## src/rtl/ram_req_adapter.sv

```systemverilog
// ram_req_adapter
// Front end for a single-port synchronous RAM wrapper. After reset (or on
// request) it zero-fills the whole RAM, then forwards read/write requests
// from a valid/ready port and returns read data through a 3-entry response
// FIFO. Read data from the RAM arrives one cycle after the address, so a
// read accepted in cycle N is visible on the response port in cycle N+2.

module ram_req_adapter #(
    parameter  int WIDTH     = 8,
    parameter  int WORDS     = 2048,
    localparam int ADDR_BITS = $clog2(WORDS)
) (
    input  logic                 clock,
    input  logic                 reset_n,

    // Request port
    input  logic                 req_valid,
    output logic                 req_ready,
    input  logic                 req_write,
    input  logic [ADDR_BITS-1:0] req_addr,
    input  logic [WIDTH-1:0]     req_wdata,

    // Response port (read data only, oldest first)
    output logic                 rsp_valid,
    input  logic                 rsp_ready,
    output logic [WIDTH-1:0]     rsp_rdata,

    // Zero-fill control
    input  logic                 clear_start,
    output logic                 init_busy,

    // RAM wrapper side
    output logic [ADDR_BITS-1:0] ram_address,
    output logic                 ram_wren,
    output logic [WIDTH-1:0]     ram_write_data,
    input  logic [WIDTH-1:0]     ram_read_data
);

    // ------------------------------------------------------------------
    // Constants
    // ------------------------------------------------------------------
    localparam logic [1:0] ST_START = 2'd0;
    localparam logic [1:0] ST_CLEAR = 2'd1;
    localparam logic [1:0] ST_RUN   = 2'd2;

    localparam int                 FIFO_DEPTH = 3;
    localparam logic [ADDR_BITS-1:0] CNT_LAST = ADDR_BITS'(WORDS - 1);

    // ------------------------------------------------------------------
    // State
    // ------------------------------------------------------------------
    logic [1:0]           state_q,      state_d;
    logic [ADDR_BITS-1:0] cnt_q,        cnt_d;
    logic                 clear_pend_q, clear_pend_d;
    logic                 inflight_q,   inflight_d;

    logic [WIDTH-1:0]     fifo_mem_q [FIFO_DEPTH];
    logic [1:0]           wr_ptr_q,     wr_ptr_d;
    logic [1:0]           rd_ptr_q,     rd_ptr_d;
    logic [1:0]           fifo_count_q, fifo_count_d;

    // ------------------------------------------------------------------
    // Handshake decode
    // ------------------------------------------------------------------
    logic       in_run;
    logic [2:0] occupancy;
    logic       read_accept;
    logic       fifo_push;
    logic       fifo_pop;

    assign in_run    = (state_q == ST_RUN);

    // Slots already committed: entries stored plus a read whose data is
    // arriving from the RAM this cycle. Independent of rsp_ready so that
    // req_ready has no combinational path from the consumer.
    assign occupancy = {1'b0, fifo_count_q} + {2'b00, inflight_q};

    assign req_ready   = in_run && !clear_pend_q && (occupancy < 3'(FIFO_DEPTH));
    assign read_accept = req_valid && req_ready && !req_write;

    // The RAM returns data for last cycle's read address right now.
    assign fifo_push = inflight_q;
    assign rsp_valid = (fifo_count_q != 2'd0);
    assign fifo_pop  = rsp_valid && rsp_ready;
    assign rsp_rdata = fifo_mem_q[rd_ptr_q];

    assign init_busy = !in_run;

    // Circular pointer step over the three FIFO slots.
    function automatic logic [1:0] ptr_inc(input logic [1:0] p);
        return (p == 2'(FIFO_DEPTH - 1)) ? 2'd0 : p + 2'd1;
    endfunction

    // ------------------------------------------------------------------
    // Next-state logic for the START / CLEAR / RUN sequencer
    // ------------------------------------------------------------------
    // Sequencer: one idle START cycle, WORDS zero writes, then RUN; a
    // requested clear waits in RUN until no read data is still in flight.
    always_comb begin
        // NOTE: every variable gets a default before the case so no path
        // leaves it unassigned and no latch is inferred.
        state_d      = state_q;
        cnt_d        = cnt_q;
        clear_pend_d = clear_pend_q;

        case (state_q)
            ST_START: begin
                state_d = ST_CLEAR;
                cnt_d   = '0;
            end

            ST_CLEAR: begin
                // Counter wraps to 0 naturally after the last address.
                cnt_d = cnt_q + 1'b1;
                if (cnt_q == CNT_LAST) begin
                    state_d = ST_RUN;
                end
            end

            ST_RUN: begin
                if (clear_pend_q && !inflight_q) begin
                    state_d      = ST_CLEAR;
                    cnt_d        = '0;
                    clear_pend_d = 1'b0;
                end else if (clear_start) begin
                    clear_pend_d = 1'b1;
                end
            end

            default: begin
                state_d      = ST_START;
                cnt_d        = '0;
                clear_pend_d = 1'b0;
            end
        endcase
    end

    // A read accepted this cycle has its data on ram_read_data next cycle.
    assign inflight_d = read_accept;

    // ------------------------------------------------------------------
    // RAM port multiplexing
    // ------------------------------------------------------------------
    // Drive the RAM from the fill counter while clearing, else from requests.
    always_comb begin
        ram_address    = cnt_q;
        ram_write_data = '0;
        ram_wren       = 1'b0;

        case (state_q)
            ST_CLEAR: begin
                ram_address    = cnt_q;
                ram_write_data = '0;
                ram_wren       = 1'b1;
            end

            ST_RUN: begin
                ram_address    = req_addr;
                ram_write_data = req_wdata;
                ram_wren       = req_valid && req_ready && req_write;
            end

            default: begin
                ram_address    = cnt_q;
                ram_write_data = '0;
                ram_wren       = 1'b0;
            end
        endcase
    end

    // ------------------------------------------------------------------
    // Response FIFO bookkeeping
    // ------------------------------------------------------------------
    // Pointer and occupancy update; a simultaneous push and pop keeps the count.
    always_comb begin
        wr_ptr_d     = wr_ptr_q;
        rd_ptr_d     = rd_ptr_q;
        fifo_count_d = fifo_count_q;

        if (fifo_push) begin
            wr_ptr_d = ptr_inc(wr_ptr_q);
        end
        if (fifo_pop) begin
            rd_ptr_d = ptr_inc(rd_ptr_q);
        end

        case ({fifo_push, fifo_pop})
            2'b10:   fifo_count_d = fifo_count_q + 2'd1;
            2'b01:   fifo_count_d = fifo_count_q - 2'd1;
            default: fifo_count_d = fifo_count_q;
        endcase
    end

    // ------------------------------------------------------------------
    // Registers
    // ------------------------------------------------------------------
    // Control state: reset returns to START and drops any pending responses.
    always_ff @(posedge clock or negedge reset_n) begin
        if (!reset_n) begin
            state_q      <= ST_START;
            cnt_q        <= '0;
            clear_pend_q <= 1'b0;
            inflight_q   <= 1'b0;
            wr_ptr_q     <= 2'd0;
            rd_ptr_q     <= 2'd0;
            fifo_count_q <= 2'd0;
        end else begin
            // NOTE: non-blocking assignments so every register samples the
            // values from before this edge, independent of statement order.
            state_q      <= state_d;
            cnt_q        <= cnt_d;
            clear_pend_q <= clear_pend_d;
            inflight_q   <= inflight_d;
            wr_ptr_q     <= wr_ptr_d;
            rd_ptr_q     <= rd_ptr_d;
            fifo_count_q <= fifo_count_d;
        end
    end

    // FIFO storage: capture RAM read data into the write slot.
    // NOTE: the data array has no reset; an entry is only ever read after it
    // has been written, and fifo_count_q gates rsp_valid.
    always_ff @(posedge clock) begin
        if (fifo_push) begin
            fifo_mem_q[wr_ptr_q] <= ram_read_data;
        end
    end

endmodule
```

## config.mk

```make
export PLATFORM = sky130hd
export DESIGN_NAME = ram_req_adapter
export DESIGN_NICKNAME = d
export VERILOG_FILES = /design/src/rtl/ram_req_adapter.sv
export SDC_FILE = /design/constraint.sdc
export NUM_CORES = 1
export LEC_CHECK = 0
export ABC_CLOCK_PERIOD_IN_PS = 1500
export BUFFER_PORTS_ARGS = -buffer_cell sky130_fd_sc_hd__buf_2
export CORE_MARGIN = 5
export CORE_UTILIZATION = 35
export CTS_CLUSTER_DIAMETER = 120
export DETAILED_ROUTE_END_ITERATION = 12
export PLACE_DENSITY_LB_ADDON = 0.3
export SETUP_SLACK_MARGIN = 0.05
export SLEW_MARGIN = 40
export SYNTH_ARGS = -nofsm -noshare
export SYNTH_HDL_FRONTEND = slang
export SYNTH_SLANG_ARGS = --single-unit
```

## constraint.sdc

```tcl
create_clock -name clock -period 1.5 [get_ports clock]
set_input_delay 0.075 -clock clock [delete_from_list [all_inputs] [get_ports clock]]
set_output_delay 0.075 -clock clock [all_outputs]
set_load 0.005 [all_outputs]
```

==> results.json, run 1 <==
{
  "status": "finished with violations",
  "violations": "setup timing",
  "fmax_mhz": 513.6,
  "track_usage_pct": 13.52,
  "max_slew.worst_pin.slew_ps": 503.3,
  "worst_clock_skew_ps": 5.451,
  "syn_inst": 186,
  "syn_avg_cell_area_um2": 12.47,
  "final_nets": 345,
  "ctsRootBufferMaster": "clkbuf_8",
  "peakVddDrop_v": 0.0004786,
  "synth_edf_count": 24,
  "htree_levels": 2,
  "die_w_um": 91.41,
  "gp_congestion": 0.8107,
  "hold_class": "in2reg",
  "rsz0062_at_grt": "true",
  "synth_fp_nets": 227,
  "areaGrowthSynthToFinish_pct": 60.46,
  "antenna_left": 0,
  "synth_cell_type_count": 38,
  "ys_seq_area_share_pct": 53.72,
  "path_clk_slew_ps": 80,
  "critPathLaunchType": "flip-flop",
  "crit_arrival_ps": 1870,
  "slew_violations": 0,
  "hpwl_um": 3564,
  "reg2reg_from": "fifo_push$_DFF_PN0_",
  "crit_buf_inv": 1,
  "cpPeakStageDelay_ps": 410,
  "cp-end-kind": "output pin",
  "initial_core_util_pct": 36.32,
  "async_reset_ff_share_pct": 46.67,
  "routed_wl_um": 5677,
  "utilization_pct": 58.29,
  "period_needed_ps": 1947,
  "tritoncts": "built",
  "grt_pass1_vias": 1917,
  "drt_pre_antenna_iters": 4,
  "first_iter_violations": 74,
  "cp_cell_sequence": "ha_2 -> ha_4 -> a2111oi_4 -> nand4_1 -> a21boi_1 -> buf_2",
  "critical_path_class": "reg2out",
  "die_area_um2": 8356,
  "fp.dieH_um": 91.41,
  "cts.sinks": 45,
  "n_antenna_cell": 0,
  "drv_cap": 0,
  "io_pins": 64,
  "relSlewSlack_pct": 66.44,
  "grt_overflow": 0,
  "path_max_fanout": 3,
  "whs_ps": 65.00,
  "ys_warn_count": 0,
  "numPortBuffers": 63,
  "rrSetupSlack_ps": -250,
  "post-route-period-util_pct": 129.8,
  "critical-path-top-delay-family": "compound AO/OA/AOI/OAI gates",
  "power_density_nw_per_um2": 794.0,
  "cp-startpoint": "fifo_count_q[0]$_DFFE_PN0P_",
  "routed-via-count": 1839,
  "antenna_found_initial": 0,
  "drc": 0,
  "p_leak_nw": 1.602,
  "grt_pass1_wl_um": 9149,
  "drive_above_1_share_pct": 56.72,
  "setup_slack_ps": -447.1,
  "vias_per_cell": 4.814,
  "synth-main-ff-cell": "edfxtp_1",
  "required_ps": 1420,
  "finalSetupViolations": 39,
  "grt_start_max_net_pins": 22,
  "synth-seq-cells": 45,
  "cts_buffers": 5,
  "hold_viol_final": 0,
  "insertion_delay_ps": 300,
  "drt-wirelength-per-cell_um": 14.86,
  "core_area_um2": 6386,
  "cp_slowest_cell": "dfrtp_1",
  "fillCellCount": 517,
  "clockBufferDepth": 2,
  "synth.cell_area_um2": 2320,
  "floorplan.rows": 29,
  "min_from": "req_valid"
}
[kinds of logic (layout without fill, tap and decap cells)]
family          after synthesis  count (layout)  synth area share, %
xor+xnor                     10              10                3.776
buf+inv                      14             133                2.966
flops                        45              45                53.72
simple gates                 57              57                12.68
mux                          22              22                10.36
fa+ha+maj                     8               8                4.315
compound gates               30              30                12.19
[cell type report]
| class | instances | area [um2] | share of cell area, % |
|---|---|---|---|
| Clock buffer | 5 | 68.82 | 1.849 |
| Timing Repair Buffer | 119 | 1003 | 26.96 |
| Tap cell | 77 | 96.34 | 2.588 |
| Multi-Input combinational cell | 127 | 1250 | 33.58 |
| Clock inverter | 3 | 25.02 | 0.6723 |
| Inverter | 6 | 28.78 | 0.7731 |
| Sequential cell | 45 | 1250 | 33.58 |
[metrics by stage]
step	std cells	TNS, ps	power (mW)	setup slack (ps)	cell area [um2]
6_report	382	-7071	2.956	-447.1	3722
5_1_grt	382	-9859	3.122	-541.5	3722
3_5_place_dp	349	-515.2	2.092	-173.1	2969
3_3_place_gp	349	-373.4	2.080	-140.6	2969
4_1_cts	380	-5525	2.931	-460.8	3511
2_1_floorplan	186	-42.31	1.822	-42.28	2377
[synthesized netlist by cell type, types with 4 or more instances]
cell / count / area, um2
nand2_1: 18 / 67.56
mux2_2: 12 / 135.1
mux2i_1: 9 / 90.09
inv_1: 6 / 22.52
and2_1: 8 / 50.05
a2111oi_4: 4 / 110.1
nor2_1: 11 / 41.29
clkbuf_1: 4 / 15.01
ha_1: 8 / 100.1
edfxtp_1: 24 / 720.7
o21ai_0: 13 / 65.06
dfrtp_1: 21 / 525.5
nand3_1: 4 / 20.02
xnor2_1: 9 / 78.83
a21oi_1: 4 / 20.02
[registers in the layout, indices dropped and copies added (netlist names)]
signal / count
fifo_mem_q: 24
cnt_q: 11
fifo_count_q: 2
rd_ptr_q: 2
state_q: 2
wr_ptr_q: 2
clear_pend_q: 1
fifo_push: 1
[power breakdown]
part / internal (mW) / switching [mW] / total [mW]
Combinational: 0.418 / 0.277 / 0.696
Clock: 0.336 / 0.437 / 0.774
Sequential: 1.36 / 0.127 / 1.49
[cell usage in the layout (no fill, tap or decap), types with 6 or more instances in the layout]
cell           instances
nor2_1                11
o21ai_1                6
and2_4                 8
nand2_1               17
buf_4                 24
o21ai_0                7
edfxtp_1              24
mux2i_1                9
mux2_4                12
buf_6                 36
dlygate4sd3_1          9
xnor2_1                6
dfrtp_1               18
buf_2                 44
[repair_timing]
| action | in CTS | in global routing |
|---|---|---|
| hold endpoints to repair | 45 | 0 |
| pin swaps | 10 | 16 |
| setup buffers | 13 | 7 |
| setup endpoints to repair | 42 | 47 |
| gates cloned | 1 | 0 |
| gates resized for setup | 51 | 53 |
| hold buffers | 9 | 0 |
[metal layers]
metal	GRT usage, %	part of all wire [%]	up-vias
met5	0	0	-
met4	4.645	2.0	0
met3	3.223	3.7	12
met2	24.11	55	34
met1	15.74	39	895
li1	-	-	898
[path summary, 6_finish.rpt]
check                           cells past startpoint                      end
worst min register to register                      1  wr_ptr_q[1]$_DFFE_PN0P_
worst max register to register                      6     cnt_q[9]$_DFFE_PN0N_
max in group asynchronous                           2  rd_ptr_q[0]$_DFFE_PN0P_
worst min-delay path                                2      fifo_push$_DFF_PN0_
min in group asynchronous                           2     cnt_q[7]$_DFFE_PN0N_
worst max-delay path                                6                 ram_wren
Note: power is estimated with default switching activity, not from simulation.
==> inputs of run 2 (changes only) <==
--- a/config.mk
+++ b/config.mk
@@ -5,7 +5,7 @@
 export SDC_FILE = /design/constraint.sdc
 export NUM_CORES = 1
 export LEC_CHECK = 0
-export ABC_CLOCK_PERIOD_IN_PS = 1500
+export ABC_CLOCK_PERIOD_IN_PS = 1900
 export BUFFER_PORTS_ARGS = -buffer_cell sky130_fd_sc_hd__buf_2
 export CORE_MARGIN = 5
 export CORE_UTILIZATION = 35
==> constraint.sdc (replaced) <==
create_clock -name clock -period 1.9 [get_ports clock]
set_input_delay 0.095 -clock clock [delete_from_list [all_inputs] [get_ports clock]]
set_output_delay 0.095 -clock clock [all_outputs]
set_load 0.005 [all_outputs]
==> run 2 against run 1 <==
Net effect:
- the flow still finishes with violations (setup timing)
- clock skew decreased by 2.0 ps
- routed wire length decreased by 23%
- clock-buffer cell count unchanged
- clock power decreased by 22%
- hold slack got worse by 16 ps
- final cell count decreased by 9.2%
- register-to-register slack improved by 390 ps
- via count decreased by 13%
- combinational power decreased by 39%
- total power decreased by 25%
==> results.json, run 2 (same netlist as run 1, synthesis figures left out) <==
{
  "status": "finished with violations",
  "violations": "setup timing",
  "p_leak_nw": 1.320,
  "post-route-period-util_pct": 101.4,
  "max_slew.worst_pin.slew_ps": 557.6,
  "fin_tns_setup_ps": -25.84,
  "hold_viol_final": 0,
  "drv_cap": 0,
  "ctsRootBufferMaster": "clkbuf_8",
  "routed-via-count": 1598,
  "cts.sinks": 45,
  "finalSetupViolations": 1,
  "core_area_um2": 6386,
  "path_max_fanout": 3,
  "drc": 0,
  "period_needed_ps": 1926,
  "rsz0062_at_grt": "true",
  "n_antenna_cell": 0,
  "multi_input_area_um2": 1037,
  "htree_levels": 2,
  "grt_pass1_vias": 1645,
  "floorplan.rows": 29,
  "initial_core_util_pct": 36.32,
  "antenna_left": 0,
  "cpPeakStageDelay_ps": 390,
  "final_nets": 310,
  "die_w_um": 91.41,
  "cts_buffers": 5,
  "path_clk_slew_ps": 90,
  "fp.dieH_um": 91.41,
  "whs_ps": 48.75,
  "setup_slack_ps": -25.84,
  "fillCellCount": 576,
  "final_common_cell": "buf_2",
  "peakVddDrop_v": 0.0003748,
  "die_area_um2": 8356,
  "critPathLaunchType": "flip-flop",
  "gp_congestion": 0.7261,
  "fmax_mhz": 519.3,
  "tritoncts": "built",
  "insertion_delay_ps": 300,
  "cp_slowest_cell": "dfrtp_1",
  "min_from": "req_valid",
  "rrSetupSlack_ps": 140,
  "clockBufferDepth": 2,
  "required_ps": 1800,
  "vias_per_cell": 4.605,
  "hold_class": "in2reg",
  "whs_endpoint": "fifo_push$_DFF_PN0_",
  "grt_overflow": 0,
  "reg_top3": "fifo_mem_q x24, cnt_q x11",
  "worst_clock_skew_ps": 3.470,
  "reg2reg_from": "fifo_push$_DFF_PN0_",
  "r2r_end": "cnt_q[9]$_DFFE_PN0N_",
  "relSlewSlack_pct": 62.82,
  "reg2reg_depth": 7,
  "io_pins": 64,
  "critical_path_class": "reg2out",
  "final_cell_mix": "buf_2 (63), edfxtp_1 (24), dfrtp_1 (21), nand2_1 (18), o21ai_0 (13)",
  "grt_start_max_net_pins": 22,
  "whs_path_depth": 2,
  "routed_wl_um": 4370,
  "antenna_found_initial": 0,
  "cp_cell_sequence": "ha_2 -> ha_4 -> a2111oi_4 -> nand4_1 -> a21boi_1 -> buf_2",
  "drt-wirelength-per-cell_um": 12.59,
  "areaGrowthSynthToFinish_pct": 29.50,
  "hpwl_um": 3221,
  "drt_pre_antenna_iters": 4,
  "grt_pass1_wl_um": 7410,
  "power_density_nw_per_um2": 735.1,
  "largest_reg_flops": 24,
  "track_usage_pct": 10.89,
  "crit_arrival_ps": 1830,
  "regMostFlops": "fifo_mem_q",
  "slew_violations": 0,
  "cp-end-kind": "output pin",
  "first_iter_violations": 34,
  "drive_above_1_share_pct": 40.74,
  "regArea_um2": 1246,
  "numPortBuffers": 63
}
## run 2: changes by cell type in the layout (fill, tap and decap cells not counted), moves of 4 or more
cell / previous run / this run
buf_6: 36 / 0
buf_2: 44 / 63
buf_4: 24 / 11
mux2_2: 1 / 12
mux2_4: 12 / 1
and2_1: 0 / 8
and2_4: 8 / 0
o21ai_0: 7 / 13
o21ai_1: 6 / 0
buf_8: 4 / 0
## run 2: final cells by class
cell class / instances / share of cell area, %
repair buffers: 84 / 16.91
clock inverters: 3 / 0.8330
flip-flops and latches: 45 / 41.48
well taps: 77 / 3.207
multi-input cells: 127 / 34.53
clock buffers: 5 / 2.291
inverters: 6 / 0.7497
## run 2: critical path: cells and delay by family (launching register included)
family	cells	cell delay, ps
flip-flops	1	390
buffers and inverters	1	130
AND/OR/NAND/NOR	1	130
AO/OA/AOI/OAI	2	470
adder cells (fa/ha/maj)	2	420
## run 2: how the worst max path moves through the flow
| stage | start | end | slack [ps] |
|---|---|---|---|
| after floorplan | state_q[0]$_DFFE_PN0P_ | ram_address[2] | 190 |
| after global placement | fifo_count_q[0]$_DFFE_PN0P_ | ram_wren | 180 |
| after detailed placement | fifo_count_q[0]$_DFFE_PN0P_ | ram_wren | 140 |
| after CTS | fifo_count_q[0]$_DFFE_PN0P_ | ram_wren | -80 |
| after global routing | fifo_push$_DFF_PN0_ | ram_wren | -140 |
| final | fifo_push$_DFF_PN0_ | ram_wren | -30 |
## run 2: power by group
group / switching, mW / internal, mW / leakage, nW / total (mW)
Sequential: 0.112 / 1.07 / 0.482 / 1.18
Combinational: 0.169 / 0.252 / 0.794 / 0.422
Clock: 0.341 / 0.266 / 0.0447 / 0.606
Total: 0.622 / 1.59 / 1.32 / 2.21
## run 2: layer usage
metal	GRT usage, %	share of wire (%)
met5	0	0
met4	3.301	1.4
met3	3.058	3.7
met2	19.51	51
met1	12.49	43
## run 2: repair_timing
| item | 4_1_cts | 5_1_grt |
|---|---|---|
| endpoints found under the setup margin | 7 | 14 |
| hold buffers | 9 | 0 |
| setup buffers | 2 | 1 |
| endpoints found under the hold margin | 45 | 0 |
| resized for setup | 3 | 3 |
| pin swaps | 3 | 4 |
| cloned | 0 | 0 |
## run 2: per-stage QoR
stage	instance area (um2)	setup slack, ps	total power, mW	util (%)	instances
finish	3004	-25.84	2.208	47.04	347
global route	3004	-136.8	2.356	47.04	347
CTS	2982	-76.75	2.244	46.69	346
detailed placement	2765	144.1	1.592	43.30	327
global placement	2765	177.9	1.585	43.30	327
floorplan	2320	190.9	1.422	-	186
==> inputs of run 3 (changes only) <==
--- a/config.mk
+++ b/config.mk
@@ -7,6 +7,7 @@
 export LEC_CHECK = 0
 export ABC_CLOCK_PERIOD_IN_PS = 1900
 export BUFFER_PORTS_ARGS = -buffer_cell sky130_fd_sc_hd__buf_2
+export CORE_ASPECT_RATIO = 0.7
 export CORE_MARGIN = 5
 export CORE_UTILIZATION = 35
 export CTS_CLUSTER_DIAMETER = 120
==> run 3 against run 2 <==
Net effect:
- the run still ends with setup timing left
- core utilization is 0.51 points higher
- clock power is 8.6% lower
- total power is 2.4% lower
- sequential share of layout area is 0.12 points lower
- design area is 0.29% higher
- largest cell class unchanged
- via count is 1.8% higher
- clock-buffer cell count is 1 higher
==> results.json, run 3 (same netlist as run 1, synthesis figures left out) <==
{
  "drt-wirelength-per-cell_um": 13.28,
  "critical-path-top-delay-family": "compound AO/OA/AOI/OAI gates",
  "post-route-period-util_pct": 102.1,
  "drv_cap": 0,
  "p_sw_share_pct": 27.12,
  "areaGrowthSynthToFinish_pct": 29.88,
  "hold_class": "in2reg",
  "dp_cells": 342,
  "grt_start_max_net_pins": 31,
  "final_common_cell": "buf_2",
  "peakVddDrop_v": 0.0002824,
  "dp_slack_ps": 115.6,
  "slew_violations": 0,
  "seqPwrFrac_pct": 54.8,
  "pwr-share-comb_pct": 19.5,
  "reg_top3": "fifo_mem_q x24, cnt_q x11",
  "grt_overflow": 0,
  "power_density_nw_per_um2": 715.1,
  "finalSetupViolations": 1,
  "ctsRootBufferMaster": "clkbuf_8",
  "drt-met1-wl_um": 2261,
  "track_usage_pct": 12.02,
  "p_clk_share_pct": 25.7,
  "routed.top_layer": "met4",
  "drive_above_1_share_pct": 41.57,
  "initial_core_util_pct": 36.61,
  "critPathLaunchType": "flip-flop",
  "cp-end-kind": "output pin",
  "fmax_mhz": 515.3,
  "drt_pre_antenna_iters": 4,
  "critical_path_class": "reg2out",
  "required_ps": 1800,
  "max_slew.worst_pin.slew_ps": 540.2,
  "fin_area_um2": 3013,
  "crit_buf_inv": 1,
  "final_cell_count_no_fill": 358,
  "wl_met3_um": 152,
  "tritoncts": "built",
  "fin_tns_setup_ps": -40.67,
  "switchingPower_mw": 0.5844,
  "path_clk_slew_ps": 80,
  "setup_slack_ps": -40.67,
  "clockBufferDepth": 2,
  "cts.sinks": 45,
  "routed-via-count": 1626,
  "internal_power_mw": 1.570,
  "relSlewSlack_pct": 63.99,
  "htree_levels": 2,
  "power.total_mw": 2.155,
  "antenna_found_initial": 0,
  "path_max_fanout": 3,
  "cp_cell_sequence": "ha_2 -> ha_4 -> a2111oi_4 -> nand4_1 -> a21boi_1 -> buf_2",
  "cpPeakStageDelay_ps": 390,
  "insertion_delay_ps": 290,
  "rsz0062_at_grt": "true",
  "largest_reg_flops": 24,
  "crit_arrival_ps": 1850,
  "vias_per_cell": 4.542,
  "regArea_um2": 1246,
  "regMostFlops": "fifo_mem_q",
  "multi_input_area_um2": 1066,
  "core_area_um2": 6336,
  "whs_ps": 11.50,
  "hold_viol_final": 0,
  "drc": 0,
  "p_leak_nw": 1.318,
  "antenna_left": 0,
  "cts_buffers": 5,
  "hpwl_um": 3528,
  "worst_clock_skew_ps": 6.027,
  "final_cell_mix": "buf_2 (62), edfxtp_1 (24), dfrtp_1 (21), nand2_1 (18), o21ai_0 (13)",
  "routed_wl_um": 4756,
  "cp_slowest_cell": "dfrtp_1",
  "period_needed_ps": 1941,
  "place_area_um2": 2790,
  "fillCellCount": 583,
  "die_area_um2": 8382,
  "fp.dieH_um": 78.12,
  "status": "finished with violations",
  "utilization_pct": 47.55,
  "wl_met2_um": 2275,
  "grt_pass1_wl_um": 7997,
  "numPortBuffers": 63,
  "final_nets": 307,
  "io_pins": 64,
  "gp_congestion": 0.7540,
  "n_antenna_cell": 0,
  "floorplan.rows": 24,
  "violations": "setup timing",
  "grt_pass1_vias": 1675,
  "first_iter_violations": 74,
  "die_w_um": 107.3
}
==> run 3: path summary, 6_finish.rpt <==
kind	start	end	slack (ps)	cells after the start
worst max-delay path	fifo_push$_DFF_PN0_	ram_wren	-40	6
worst min-delay path	ram_read_data[0]	fifo_mem_q[2][0]$_DFFE_PP_	10	1
worst max register to register	fifo_push$_DFF_PN0_	cnt_q[7]$_DFFE_PN0N_	160	6
worst min register to register	wr_ptr_q[0]$_DFFE_PN0P_	wr_ptr_q[0]$_DFFE_PN0P_	530	1
max in group asynchronous	reset_n	rd_ptr_q[1]$_DFFE_PN0P_	1270	2
min in group asynchronous	reset_n	cnt_q[8]$_DFFE_PN0N_	300	2
==> run 3: final cells by class <==
class | count | area share [%]
Clock buffer | 6 | 2.409
Tap cell | 91 | 3.779
Inverter | 6 | 0.7475
Sequential cell | 45 | 41.36
Clock inverter | 2 | 0.3322
Multi-Input combinational cell | 127 | 35.38
Timing Repair Buffer | 81 | 15.99
==> run 3: what timing repair did <==
item,CTS,global route
setup endpoints to repair,13,14
hold buffers,5,0
cloned,0,0
setup buffers,2,1
gates resized for setup,4,11
hold endpoints to repair,32,0
pin swaps,4,2
==> run 3: per-layer routing <==
| metal | vias to the layer above | track usage [%] |
|---|---|---|
| met5 | - | 0 |
| met4 | 0 | 4.598 |
| met3 | 5 | 2.377 |
| met2 | 21 | 19.16 |
| met1 | 777 | 16.21 |
| li1 | 823 | - |
==> run 3: power groups by stage <==
stage,registers [mW],logic (mW),clock network (mW)
after floorplan,1.12,0.305,0
after global placement,1.20,0.383,0
after detailed placement,1.20,0.388,0
after CTS,1.18,0.430,0.582
after global routing,1.19,0.478,0.633
final,1.18,0.420,0.554
